## src/rtl/arb8_rr_ctrl_if.sv

```systemverilog
// Request/grant bundle between eight requesters and the round-robin arbiter.
// Protocol: req[i] is a level request held until gnt[i] is seen; gnt is one-hot or zero and
// stays set while req[i] stays high; dropping req[i] for one sampled edge releases the grant.
interface arb8_rr_ctrl_if;
  logic [7:0] req;
  logic [7:0] gnt;
  logic [2:0] gnt_id;
  logic       gnt_valid;

  modport master (output req, input gnt, gnt_id, gnt_valid);
  modport slave  (input req, output gnt, gnt_id, gnt_valid);
endinterface

```

## src/rtl/arb8_rr_ctrl.sv

```systemverilog
// Eight-way round-robin arbiter with registered one-hot grant and binary index.
// Optional hold timeout (forced rotation after MAX_HOLD cycles) under ARB_HOLD_TIMEOUT_EN.
module arb8_rr_ctrl #(
  parameter int MAX_HOLD = 16
) (
  input  logic          clk,
  input  logic          rst_n,
  arb8_rr_ctrl_if.slave bus,
  output logic [0:0]    fsm_state
);

  localparam logic [0:0] IDLE  = 1'b0;
  localparam logic [0:0] GRANT = 1'b1;

  logic [0:0] state;
  logic [2:0] ptr;
  logic [2:0] own;
  logic [7:0] gnt_r;
  logic [2:0] gnt_id_r;

  logic [7:0] scan_req;
  logic       rotate;
  logic       keep;
  logic       win_found;
  logic [2:0] win_idx;

`ifdef ARB_HOLD_TIMEOUT_EN
  localparam logic [7:0] HOLD_MAX = 8'(MAX_HOLD);
  logic [7:0] hcnt;
`endif

  always_comb begin
    rotate   = 1'b0;
    scan_req = bus.req;
`ifdef ARB_HOLD_TIMEOUT_EN
    // Owner hit its limit while someone else waits: hide it from this one scan.
    if (state == GRANT && bus.req[own] && hcnt == HOLD_MAX &&
        (bus.req & ~(8'd1 << own)) != 8'd0) begin
      rotate   = 1'b1;
      scan_req = bus.req & ~(8'd1 << own);
    end
`endif
    keep      = (state == GRANT) && bus.req[own] && !rotate;
    win_found = 1'b0;
    win_idx   = ptr;
    for (int i = 0; i < 8; i++) begin
      if (!win_found && scan_req[ptr + 3'(i)]) begin
        win_found = 1'b1;
        win_idx   = ptr + 3'(i);
      end
    end
  end

  always_ff @(posedge clk or negedge rst_n) begin
    if (!rst_n) begin
      state    <= IDLE;
      ptr      <= 3'd0;
      own      <= 3'd0;
      gnt_r    <= 8'h00;
      gnt_id_r <= 3'd0;
`ifdef ARB_HOLD_TIMEOUT_EN
      hcnt     <= 8'd0;
`endif
    end else if (keep) begin
`ifdef ARB_HOLD_TIMEOUT_EN
      if (hcnt < HOLD_MAX) hcnt <= hcnt + 8'd1;
`endif
    end else if (win_found) begin
      // Covers first grant from IDLE, hand-off on release and forced rotation alike.
      state    <= GRANT;
      gnt_r    <= 8'd1 << win_idx;
      gnt_id_r <= win_idx;
      own      <= win_idx;
      ptr      <= win_idx + 3'd1;
`ifdef ARB_HOLD_TIMEOUT_EN
      hcnt     <= 8'd1;
`endif
    end else begin
      state <= IDLE;
      gnt_r <= 8'h00;
    end
  end

  assign bus.gnt       = gnt_r;
  assign bus.gnt_id    = gnt_id_r;
  assign bus.gnt_valid = |gnt_r;
  assign fsm_state     = state;

endmodule

```

## src/flat_wrapper.sv

```systemverilog
// flat-port wrapper written by rule: the top's interface ports become plain ports
module arb8_rr_ctrl_flat 
#(
  parameter int MAX_HOLD = 16
)
  (clk, rst_n, fsm_state, bus_req, bus_gnt, bus_gnt_id, bus_gnt_valid);
  arb8_rr_ctrl_if bus_i ();
  input  logic clk;
  input  logic rst_n;
  output logic [0:0] fsm_state;
  input wire logic [$bits(bus_i.req)-1:0] bus_req;
  output wire logic [$bits(bus_i.gnt)-1:0] bus_gnt;
  output wire logic [$bits(bus_i.gnt_id)-1:0] bus_gnt_id;
  output wire logic [$bits(bus_i.gnt_valid)-1:0] bus_gnt_valid;
  assign bus_i.req = bus_req;
  assign bus_gnt = bus_i.gnt;
  assign bus_gnt_id = bus_i.gnt_id;
  assign bus_gnt_valid = bus_i.gnt_valid;
  arb8_rr_ctrl #(.MAX_HOLD(MAX_HOLD)) u_core (.clk(clk), .rst_n(rst_n), .bus(bus_i), .fsm_state(fsm_state));
endmodule
```

## config.mk

```make
export PLATFORM = sky130hd
export DESIGN_NAME = arb8_rr_ctrl_flat
export DESIGN_NICKNAME = d
export VERILOG_FILES = /design/src/rtl/arb8_rr_ctrl_if.sv /design/src/rtl/arb8_rr_ctrl.sv /design/src/flat_wrapper.sv
export SDC_FILE = /design/constraint.sdc
export NUM_CORES = 1
export LEC_CHECK = 0
export CAP_MARGIN = 10
export CORE_ASPECT_RATIO = 1.1
export CORE_MARGIN = 3
export CORE_UTILIZATION = 35
export CTS_BUF_LIST = sky130_fd_sc_hd__clkbuf_8
export DETAILED_ROUTE_END_ITERATION = 16
export MAX_ROUTING_LAYER = met4
export RECOVER_POWER = 100
export SLEW_MARGIN = 25
export SYNTH_ARGS = -nofsm -noshare
export SYNTH_HDL_FRONTEND = slang
export SYNTH_SLANG_ARGS = --single-unit
```

## constraint.sdc

```tcl
create_clock -name clk -period 5.4 [get_ports clk]
set_clock_uncertainty 0.05 [all_clocks]
set_input_delay 0.54 -clock clk [delete_from_list [all_inputs] [get_ports clk]]
set_output_delay 0.54 -clock clk [all_outputs]
set_load 0.05 [all_outputs]
```

==> results of run 1 <==
## metrics by stage
step	util (%)	cell area [sq um]	cells	setup WS (ns)	hold WS, ns
after detailed placement	41.56	1947	235	1.568	0.4586
after global routing	41.75	1956	239	1.035	0.5095
after global placement	41.56	1947	235	1.693	0.4584
final	41.75	1956	239	1.351	0.4706
after floorplan	-	1719	164	1.902	0.1944
after CTS	42.55	1993	239	1.551	0.4740
## final timing paths
check                      cells after the start                           from                            end
max in group asynchronous                      1                          rst_n      u_core.own[0]$_DFFE_PN0P_
setup / recovery                              11      u_core.ptr[1]$_DFFE_PN0P_  u_core.bus.gnt[5]$_DFFE_PN0N_
setup reg to reg                              11      u_core.ptr[1]$_DFFE_PN0P_  u_core.bus.gnt[5]$_DFFE_PN0N_
min in group asynchronous                      1                          rst_n  u_core.bus.gnt[5]$_DFFE_PN0N_
hold / removal                                 2  u_core.bus.gnt[2]$_DFFE_PN0N_  u_core.bus.gnt[2]$_DFFE_PN0N_
hold reg to reg                                2  u_core.bus.gnt[2]$_DFFE_PN0N_  u_core.bus.gnt[2]$_DFFE_PN0N_
## kinds of logic (layout without fill, tap and decap cells)
kind of cell | after synthesis | after routing | synth area share (%)
AOI/OAI and AO/OA | 47 | 47 | 21.40
muxes | 32 | 32 | 29.48
adders and majority gates | 5 | 5 | 3.639
DFF | 15 | 15 | 21.83
and+or+nand+nor | 48 | 48 | 15.58
buffers and inverters | 13 | 32 | 5.167
xor gates and xnor gates | 4 | 4 | 2.912
## synth_stat cells, drive strengths merged (2+ instances only)
master,n
nand2,22
dfrtp,15
o21ai,15
mux2i,13
mux4,12
buf,7
mux2,7
a21oi,6
ha,5
nor2,5
a31oi,4
a32o,4
inv,4
nand2b,3
o22ai,3
or2,3
a32oi,2
and3,2
nor3,2
nor3b,2
nor4,2
o21a,2
o31ai,2
o32ai,2
or3,2
xnor2,2
xor2,2
## worst max-delay path, cell delays in order, from the launching register on
cell and delay (ns):
dfrtp_1 0.66, inv_1 0.21, ha_1 0.60, mux4_2 0.59, mux2_1 0.38, a21oi_1 0.13
o21ai_0 0.09, a31oi_1 0.29, xnor2_1 0.31, clkinv_1 0.18, ha_1 0.25, a32o_1 0.22
## state kept, by name, summed over array words and instances, names as in the netlist
name	cells
u_core.bus.gnt	8
u_core.fsm_state	1
u_core.own	3
u_core.ptr	3
## layout make-up
cell class                      count  area (sq um)  share of cell area, %
Timing Repair Buffer               23         227.7                  11.64
Multi-Input combinational cell    136          1217                  62.25
Clock inverter                      1         5.005                 0.2559
Sequential cell                    15         375.4                  19.19
Tap cell                           56         70.07                  3.583
Clock buffer                        3         41.29                  2.111
Inverter                            5         18.77                 0.9597
## routing by layer
layer / vias to the layer above / share of wire, % / track usage (%)
met5: - / 0 / -
li1: 681 / - / -
met4: 0 / 5.0 / 9.963
met1: 715 / 43 / 19.50
met2: 49 / 48 / 26.26
met3: 18 / 4.0 / 2.645
==> flow_summary_export.csv, run 1 <==
group,metric,value,unit
synthesis,synth-edff-count,0,
final_layout,final_cell_mix,"22 x nand2_1, 15 x dfrtp_1, 14 x dlygate4sd3_1",
global_routing,grt_pass1_wl,7334,um
clock_network,clk_latency,0.26,ns
routing,drtPass1Iterations,4,
global_routing,first_global_vias,1460,
status,status,"complete, no violations",
sta,rsz0062_at_grt,"false",
clock_network,ctsHoldBuffers,0,
die,die_h,79.51,um
routing,ant_nets,0,
sta,fmax,247.0,MHz
synthesis,synth.ff_latch_count,15,
synthesis,async_flop_share,100.0,%
clock_network,clock_tree.buffer_depth,2,
clock_network,cts_tree,"yes",
place,io_buffers,22,
die,start_util,36.70,%
setup_path,start_kind,"flip-flop",
synthesis,yosys-top-cells-area,"dfrtp_1 22%, mux4_2 12%, mux2i_1 7.0%, nand2_1 4.8%, mux4_1 4.6%",
synthesis,syn_inst,164,
setup_path,crit_type,"reg -> reg",
setup_path,required,5.50,ns
final_layout,layout_commonest_cell,"nand2_1",
routing,drcViolationCount,0,
die,core,4684,sq um
clock_network,post-cts-setup-buffers,0,
sta,finalCritPeriodShare,74.98,%
place,gp_congestion,0.9402,
sta,final_max_slew_viol_count,0,
final_layout,antenna_cells,0,
sta,hold_viol,0,
synthesis,ys.flop_type,"dfrtp_1",
flow_run,drv_cap,0,
clock_network,cts-resized-gates,0,
die,die_w,72.83,um
final_layout,fillers,470,
routing,via_per_inst,6.121,
setup_path,r2r_setup_slack,1.35,ns
clock_network,path_clk_slew,0.07,ns
final_layout,finalNetCount,199,
place,post-dp-hpwl,3492,um
routing,via_count,1463,
final_layout,synthToLayoutAreaGrowth,13.76,%
sta,setup_viol,0,
global_routing,grt_util_all_layers,16.54,%
clock_network,cts.root.buffer_cell,"clkbuf_8",
global_routing,antenna_found_initial,0,
die,io_pins,23,
die,rows,26,
sta,worst_pin_slew,0.7915,ns
sta,fin_tns_setup,0,ns
synthesis,syn-cell-area,1719,sq um
setup_path,worstPathArrival,4.15,ns
routing,finalWirelength,4411,um
synthesis,yosysTopAreaCellShare,21.83,%
routing,drt_iter0_drc,49,
routing,wire_per_inst,18.46,um
synthesis,seq_area_frac_synth,21.83,%
global_routing,grt_max_degree,22,
global_routing,grt_overflow,0,
hold_path,hold_class,"reg -> reg",
synthesis,yosysUniqueCellTypes,60,
clock_network,numCtsBuffers,3,
synthesis,synth_top_area_cell,"dfrtp_1",
sta,slew_headroom,47.23,%
setup_path,crit_fanout,14,
final_layout,drive_above_1_share,17.49,%
sta,fin_crit,4.049,ns
clock_network,cts_sinks,15,
synthesis,yosys_warnings,0,
synthesis,synth_fp_nets,179,
clock_network,cts.htree.levels,1,
die,design.die.area,5790,sq um
setup_path,critPathCaptureType,"flip-flop",
synthesis,syn_avg_cell_area,10.48,sq um
Power of run 1 is not shown: default switching activity piles up to over one toggle a cycle in this logic, so the estimate is an artifact.
==> run 2, diff against run 1 <==
==> constraint.sdc (replaced) <==
create_clock -name clk -period 3.8 [get_ports clk]
set_clock_uncertainty 0.05 [all_clocks]
set_input_delay 0.38 -clock clk [delete_from_list [all_inputs] [get_ports clk]]
set_output_delay 0.38 -clock clk [all_outputs]
set_load 0.05 [all_outputs]
==> flow_summary_export.csv, run 2 (synthesized netlist as in run 1, its figures left out) <==
group,metric,value,unit
status,status,"complete, no violations",
routing,finalWirelength,4282,um
setup_path,required,3.89,ns
final_layout,stdcell_count,244,
setup_path,crit_slowest_cell,"nor4b_1",
clock_network,clk_latency,0.25,ns
setup_path,start_kind,"flip-flop",
place,gp_congestion,1.028,
final_layout,finalNetCount,204,
sta,final_max_slew_viol_count,0,
setup_path,crit_type,"reg -> reg",
clock_network,path_clk_slew,0.06,ns
routing,ant_nets,0,
clock_network,cts_tree,"yes",
final_layout,final_cell_mix,"22 x nand2_1, 15 x dfrtp_1, 14 x dlygate4sd3_1",
setup_path,crit_chain,"inv_1 > ha_1 > mux4_2 > mux2_1 > nor4b_1 > a21oi_2 > o21a_1 > a32o_1",
routing,drtPass1Iterations,4,
sta,finalCritPeriodShare,90.20,%
die,design.die.area,5790,sq um
die,start_util,36.70,%
routing,via_count,1466,
clock_network,numCtsBuffers,3,
sta,fin_crit,3.428,ns
final_layout,largest_reg_flops,8,
sta,slew_headroom,51.00,%
setup_path,cp.depth,8,
clock_network,ctsHoldBuffers,0,
final_layout,antenna_cells,0,
sta,setup_viol,0,
routing,via_per_inst,6.008,
die,core,4684,sq um
clock_network,cts.htree.levels,1,
place,place_inst,240,
hold_path,hold_class,"reg -> reg",
setup_path,worstPathArrival,3.51,ns
setup_path,rr_endpoint,"u_core.bus.gnt[4]$_DFFE_PN0N_",
routing,drcViolationCount,0,
clock_network,clock_tree.buffer_depth,2,
routing,drt_iter0_drc,71,
hold_path,hold_depth,2,
global_routing,grt_util_all_layers,16.16,%
sta,hold_viol,0,
place,place_ws,0.3341,ns
setup_path,crit_fanout,10,
place,io_buffers,22,
die,die_h,79.51,um
global_routing,grt_overflow,0,
final_layout,drive_above_1_share,21.81,%
setup_path,path_buf_inv,1,
clock_network,post-cts-setup-buffers,0,
die,die_w,72.83,um
clock_network,cts_sinks,15,
die,rows,26,
final_layout,layout_commonest_cell,"nand2_1",
setup_path,r2r_setup_slack,0.37,ns
sta,rsz0062_at_grt,"false",
setup_path,r2r_start,"u_core.ptr[0]$_DFFE_PN0P_",
setup_path,cp_top_family,"multiplexers",
setup_path,critPathCaptureType,"flip-flop",
setup_path,endpoint,"u_core.bus.gnt[4]$_DFFE_PN0N_",
setup_path,critPathLaunch,"u_core.ptr[0]$_DFFE_PN0P_",
sta,worst_slack,0.3724,ns
place,post-dp-hpwl,3501,um
setup_path,max_stage_delay,0.64,ns
sta,fmax,291.7,MHz
sta,worst_pin_slew,0.7247,ns
sta,fin_tns_setup,0,ns
global_routing,grt_pass1_wl,7265,um
global_routing,antenna_found_initial,0,
global_routing,first_global_vias,1505,
clock_network,cts-resized-gates,0,
die,io_pins,23,
flow_run,drv_cap,0,
global_routing,grt_max_degree,16,
clock_network,cts.root.buffer_cell,"clkbuf_8",
routing,wire_per_inst,17.55,um
setup_path,r2r_cells,8,
final_layout,synthToLayoutAreaGrowth,16.59,%
==> run 2: cell count changes in the layout (fill, tap and decap cells not counted), sizes merged <==
cell,change
buf,+5
==> run 2: worst min-delay path, stage by stage (launching register included) <==
cell	delay, ns
dfrtp_1	0.36
nand2_1	0.07
o31ai_2	0.05
==> run 2: worst min path at each step <==
stage / start / to / slack (ns)
after global placement: u_core.bus.gnt[1]$_DFFE_PN0N_ / u_core.bus.gnt[1]$_DFFE_PN0N_ / 0.45
after detailed placement: u_core.bus.gnt[3]$_DFFE_PN0N_ / u_core.bus.gnt[3]$_DFFE_PN0N_ / 0.46
after CTS: u_core.bus.gnt[3]$_DFFE_PN0N_ / u_core.bus.gnt[3]$_DFFE_PN0N_ / 0.47
after floorplan: rst_n / u_core.bus.gnt[0]$_DFFE_PN0N_ / 0.03
after global routing: u_core.bus.gnt[3]$_DFFE_PN0N_ / u_core.bus.gnt[3]$_DFFE_PN0N_ / 0.50
final: u_core.bus.gnt[3]$_DFFE_PN0N_ / u_core.bus.gnt[3]$_DFFE_PN0N_ / 0.46
==> run 2: final cells by class <==
type	instances	area [sq um]
Fill cell	472	2680
Multi-Input combinational cell	136	1229
Sequential cell	15	375.4
Timing Repair Buffer	28	265.3
Tap cell	56	70.07
Clock buffer	3	41.29
Inverter	5	18.77
Clock inverter	1	5.005
==> run 2: metrics by stage <==
stage / util (%) / hold slack (ns) / instance area, sq um
global route: 42.79 / 0.5021 / 2004
finish: 42.79 / 0.4596 / 2004
global placement: 42.36 / 0.4487 / 1984
CTS: 43.35 / 0.4709 / 2031
floorplan: - / 0.03441 / 1719
detailed placement: 42.36 / 0.4565 / 1984
==> run 2: per-layer routing <==
metal | track usage (%) | part of all wire [%] | up-vias
met2 | 28.88 | 53 | 45
li1 | - | - | 689
met4 | 5.166 | 1.6 | 0
met3 | 1.385 | 4.2 | 8
met5 | - | 0 | -
met1 | 18.96 | 41 | 724
Power of run 2 is left out for the same reason.
==> run 3, diff against run 2 <==
--- a/config.mk
+++ b/config.mk
@@ -5,6 +5,7 @@
 export SDC_FILE = /design/constraint.sdc
 export NUM_CORES = 1
 export LEC_CHECK = 0
+export ABC_AREA = 1
 export CAP_MARGIN = 10
 export CORE_ASPECT_RATIO = 1.1
 export CORE_MARGIN = 3
==> flow_summary_export.csv, run 3 <==
group,metric,value,unit
status,status,"complete, no violations",
setup_path,start_kind,"flip-flop",
die,die_w,69.41,um
clock_network,clk_latency,0.25,ns
final_layout,layout_commonest_cell,"nand2_1",
flow_run,drv_cap,0,
synthesis,synth.ff_latch_count,15,
synthesis,synth-edff-count,0,
clock_network,cts.root.buffer_cell,"clkbuf_8",
sta,rsz0062_at_grt,"false",
synthesis,async_flop_share,100.0,%
synthesis,synth_top_area_cell,"dfrtp_1",
clock_network,cts.htree.levels,1,
sta,slew_headroom,52.43,%
setup_path,required,3.88,ns
place,post-dp-hpwl,3263,um
routing,finalWirelength,4117,um
global_routing,grt_overflow,0,
setup_path,path_buf_inv,3,
global_routing,grt_util_all_layers,16.65,%
clock_network,post-cts-setup-buffers,0,
synthesis,yosys_warnings,0,
setup_path,max_stage_delay,0.58,ns
clock_network,path_clk_slew,0.06,ns
final_layout,drive_above_1_share,15.69,%
setup_path,crit_top_cell,"nand2_1",
setup_path,crit_type,"reg -> reg",
final_layout,synthToLayoutAreaGrowth,18.51,%
setup_path,crit_fanout,13,
place,place_inst,303,
routing,wire_per_inst,13.41,um
clock_network,numCtsBuffers,3,
routing,via_per_inst,5.088,
global_routing,grt_pass1_wl,6727,um
final_layout,antenna_cells,0,
synthesis,synth_fp_nets,248,
die,io_pins,23,
sta,fin_tns_setup,0,ns
clock_network,ctsHoldBuffers,0,
die,design.die.area,5257,sq um
sta,fmax,296.1,MHz
clock_network,clock_tree.buffer_depth,2,
synthesis,seq_area_frac_synth,24.25,%
synthesis,netlist_top_cells_count,"85 x nand2_1, 38 x nand3_1, 15 x dfrtp_1",
synthesis,syn_avg_cell_area,6.643,sq um
setup_path,cp_top_family,"simple AND/OR/NAND/NOR gates",
place,place_ws,0.4816,ns
sta,setup_viol,0,
setup_path,crit_chain,"inv_2 > ha_1 > inv_1 > nand3_1 > nand2_1 > nand2_1 > nand2_1 > nand3_2 > nor2_2 > nand3_1 > clkinv_1 > nand2_1 > nand2_1 > nand2_1 > nand2_2 > nand2_2 > ha_1 > nand2_1 > o21ai_0",
final_layout,finalNetCount,271,
synthesis,synth.most_common_cell,"nand2_1",
setup_path,worstPathArrival,3.45,ns
place,io_buffers,22,
die,start_util,37.62,%
setup_path,crit_slowest_cell,"dfrtp_1",
synthesis,yosysUniqueCellTypes,35,
sta,final_max_slew_viol_count,0,
final_layout,final_cell_mix,"86 x nand2_1, 39 x nand3_1, 15 x dfrtp_1",
clock_network,cts_tree,"yes",
sta,worst_pin_slew,0.7112,ns
clock_network,cts-resized-gates,0,
global_routing,antenna_found_initial,0,
die,die_h,75.75,um
final_layout,largest_reg_flops,8,
synthesis,yosysTopAreaCellShare,24.25,%
routing,via_count,1562,
synthesis,ys.flop_type,"dfrtp_1",
setup_path,critPathCaptureType,"flip-flop",
sta,finalCritPeriodShare,88.88,%
synthesis,syn_inst,233,
sta,hold_viol,0,
routing,drcViolationCount,0,
place,gp_congestion,0.8630,
synthesis,syn-cell-area,1548,sq um
clock_network,cts_sinks,15,
routing,ant_nets,0,
final_layout,finish.utilization,44.59,%
die,rows,24,
hold_path,hold_class,"reg -> reg",
die,core,4114,sq um
routing,drt_iter0_drc,76,
final_layout,stdcell_count,307,
routing,drtPass1Iterations,4,
global_routing,first_global_vias,1397,
sta,fin_crit,3.377,ns
sta,worst_slack,0.4227,ns
global_routing,grt_max_degree,16,
synthesis,yosys-top-cells-area,"dfrtp_1 24%, nand2_1 21%, nand3_1 12%, nand2_2 4.9%, ha_1 4.0%",
run 3: cell count changes after synthesis, sizes merged, moves of 4 or more:
cell	delta
mux2	-7
mux2i	-11
nor2	+15
a32o	-4
nand2	+75
mux4	-12
inv	+16
nand3	+41
o21ai	-8
a21oi	-5
run 3: logic make-up after synthesis:
family / count (synthesis) / share of synthesized area (%)
compound gates: 15 / 6.710
xor+xnor: 3 / 2.668
fa+ha+maj: 5 / 4.042
buf+inv: 27 / 8.083
flops: 15 / 24.25
mux: 2 / 1.294
simple gates: 166 / 52.95
run 3: routing by layer:
metal	part of all wire, %	vias up	global-route usage [%]
li1	-	807	-
met1	47	709	23.13
met2	47	44	26.06
met3	5.2	2	1.583
met4	0.61	0	4.555
met5	0	-	-
run 3: worst paths after layout:
kind,startpoint,endpoint,slack (ns),cells past startpoint
hold / removal,u_core.bus.gnt[2]$_DFFE_PN0N_,u_core.bus.gnt[2]$_DFFE_PN0N_,0.46,2
setup / recovery,u_core.ptr[0]$_DFFE_PN0P_,u_core.ptr[2]$_DFFE_PN0P_,0.42,19
min in group asynchronous,rst_n,u_core.bus.gnt[4]$_DFFE_PN0N_,0.58,1
max in group asynchronous,rst_n,u_core.bus.gnt[7]$_DFFE_PN0N_,2.68,1
hold reg to reg,u_core.bus.gnt[2]$_DFFE_PN0N_,u_core.bus.gnt[2]$_DFFE_PN0N_,0.46,2
setup reg to reg,u_core.ptr[0]$_DFFE_PN0P_,u_core.ptr[2]$_DFFE_PN0P_,0.42,19
run 3: worst min-delay path, stage by stage, from the launching register on:
cell     delay (ns)
dfrtp_1        0.36
nand2_1        0.06
nand2_1        0.06
run 3: layout make-up:
| cell class | count | area, sq um |
|---|---|---|
| Multi-Input combinational cell | 191 | 1037 |
| Tap cell | 52 | 65.06 |
| Clock buffer | 3 | 41.29 |
| Fill cell | 419 | 2280 |
| Sequential cell | 15 | 375.4 |
| Timing Repair Buffer | 23 | 227.7 |
| Inverter | 22 | 83.83 |
| Clock inverter | 1 | 3.754 |
run 3: per-stage QoR:
step / hold WS (ns) / area [sq um]
after floorplan: 0.03441 / 1548
after global placement: 0.4425 / 1799
after detailed placement: 0.4517 / 1799
after CTS: 0.4661 / 1844
after global routing: 0.4825 / 1834
final: 0.4576 / 1834
Power of run 3 is left out for the same reason.
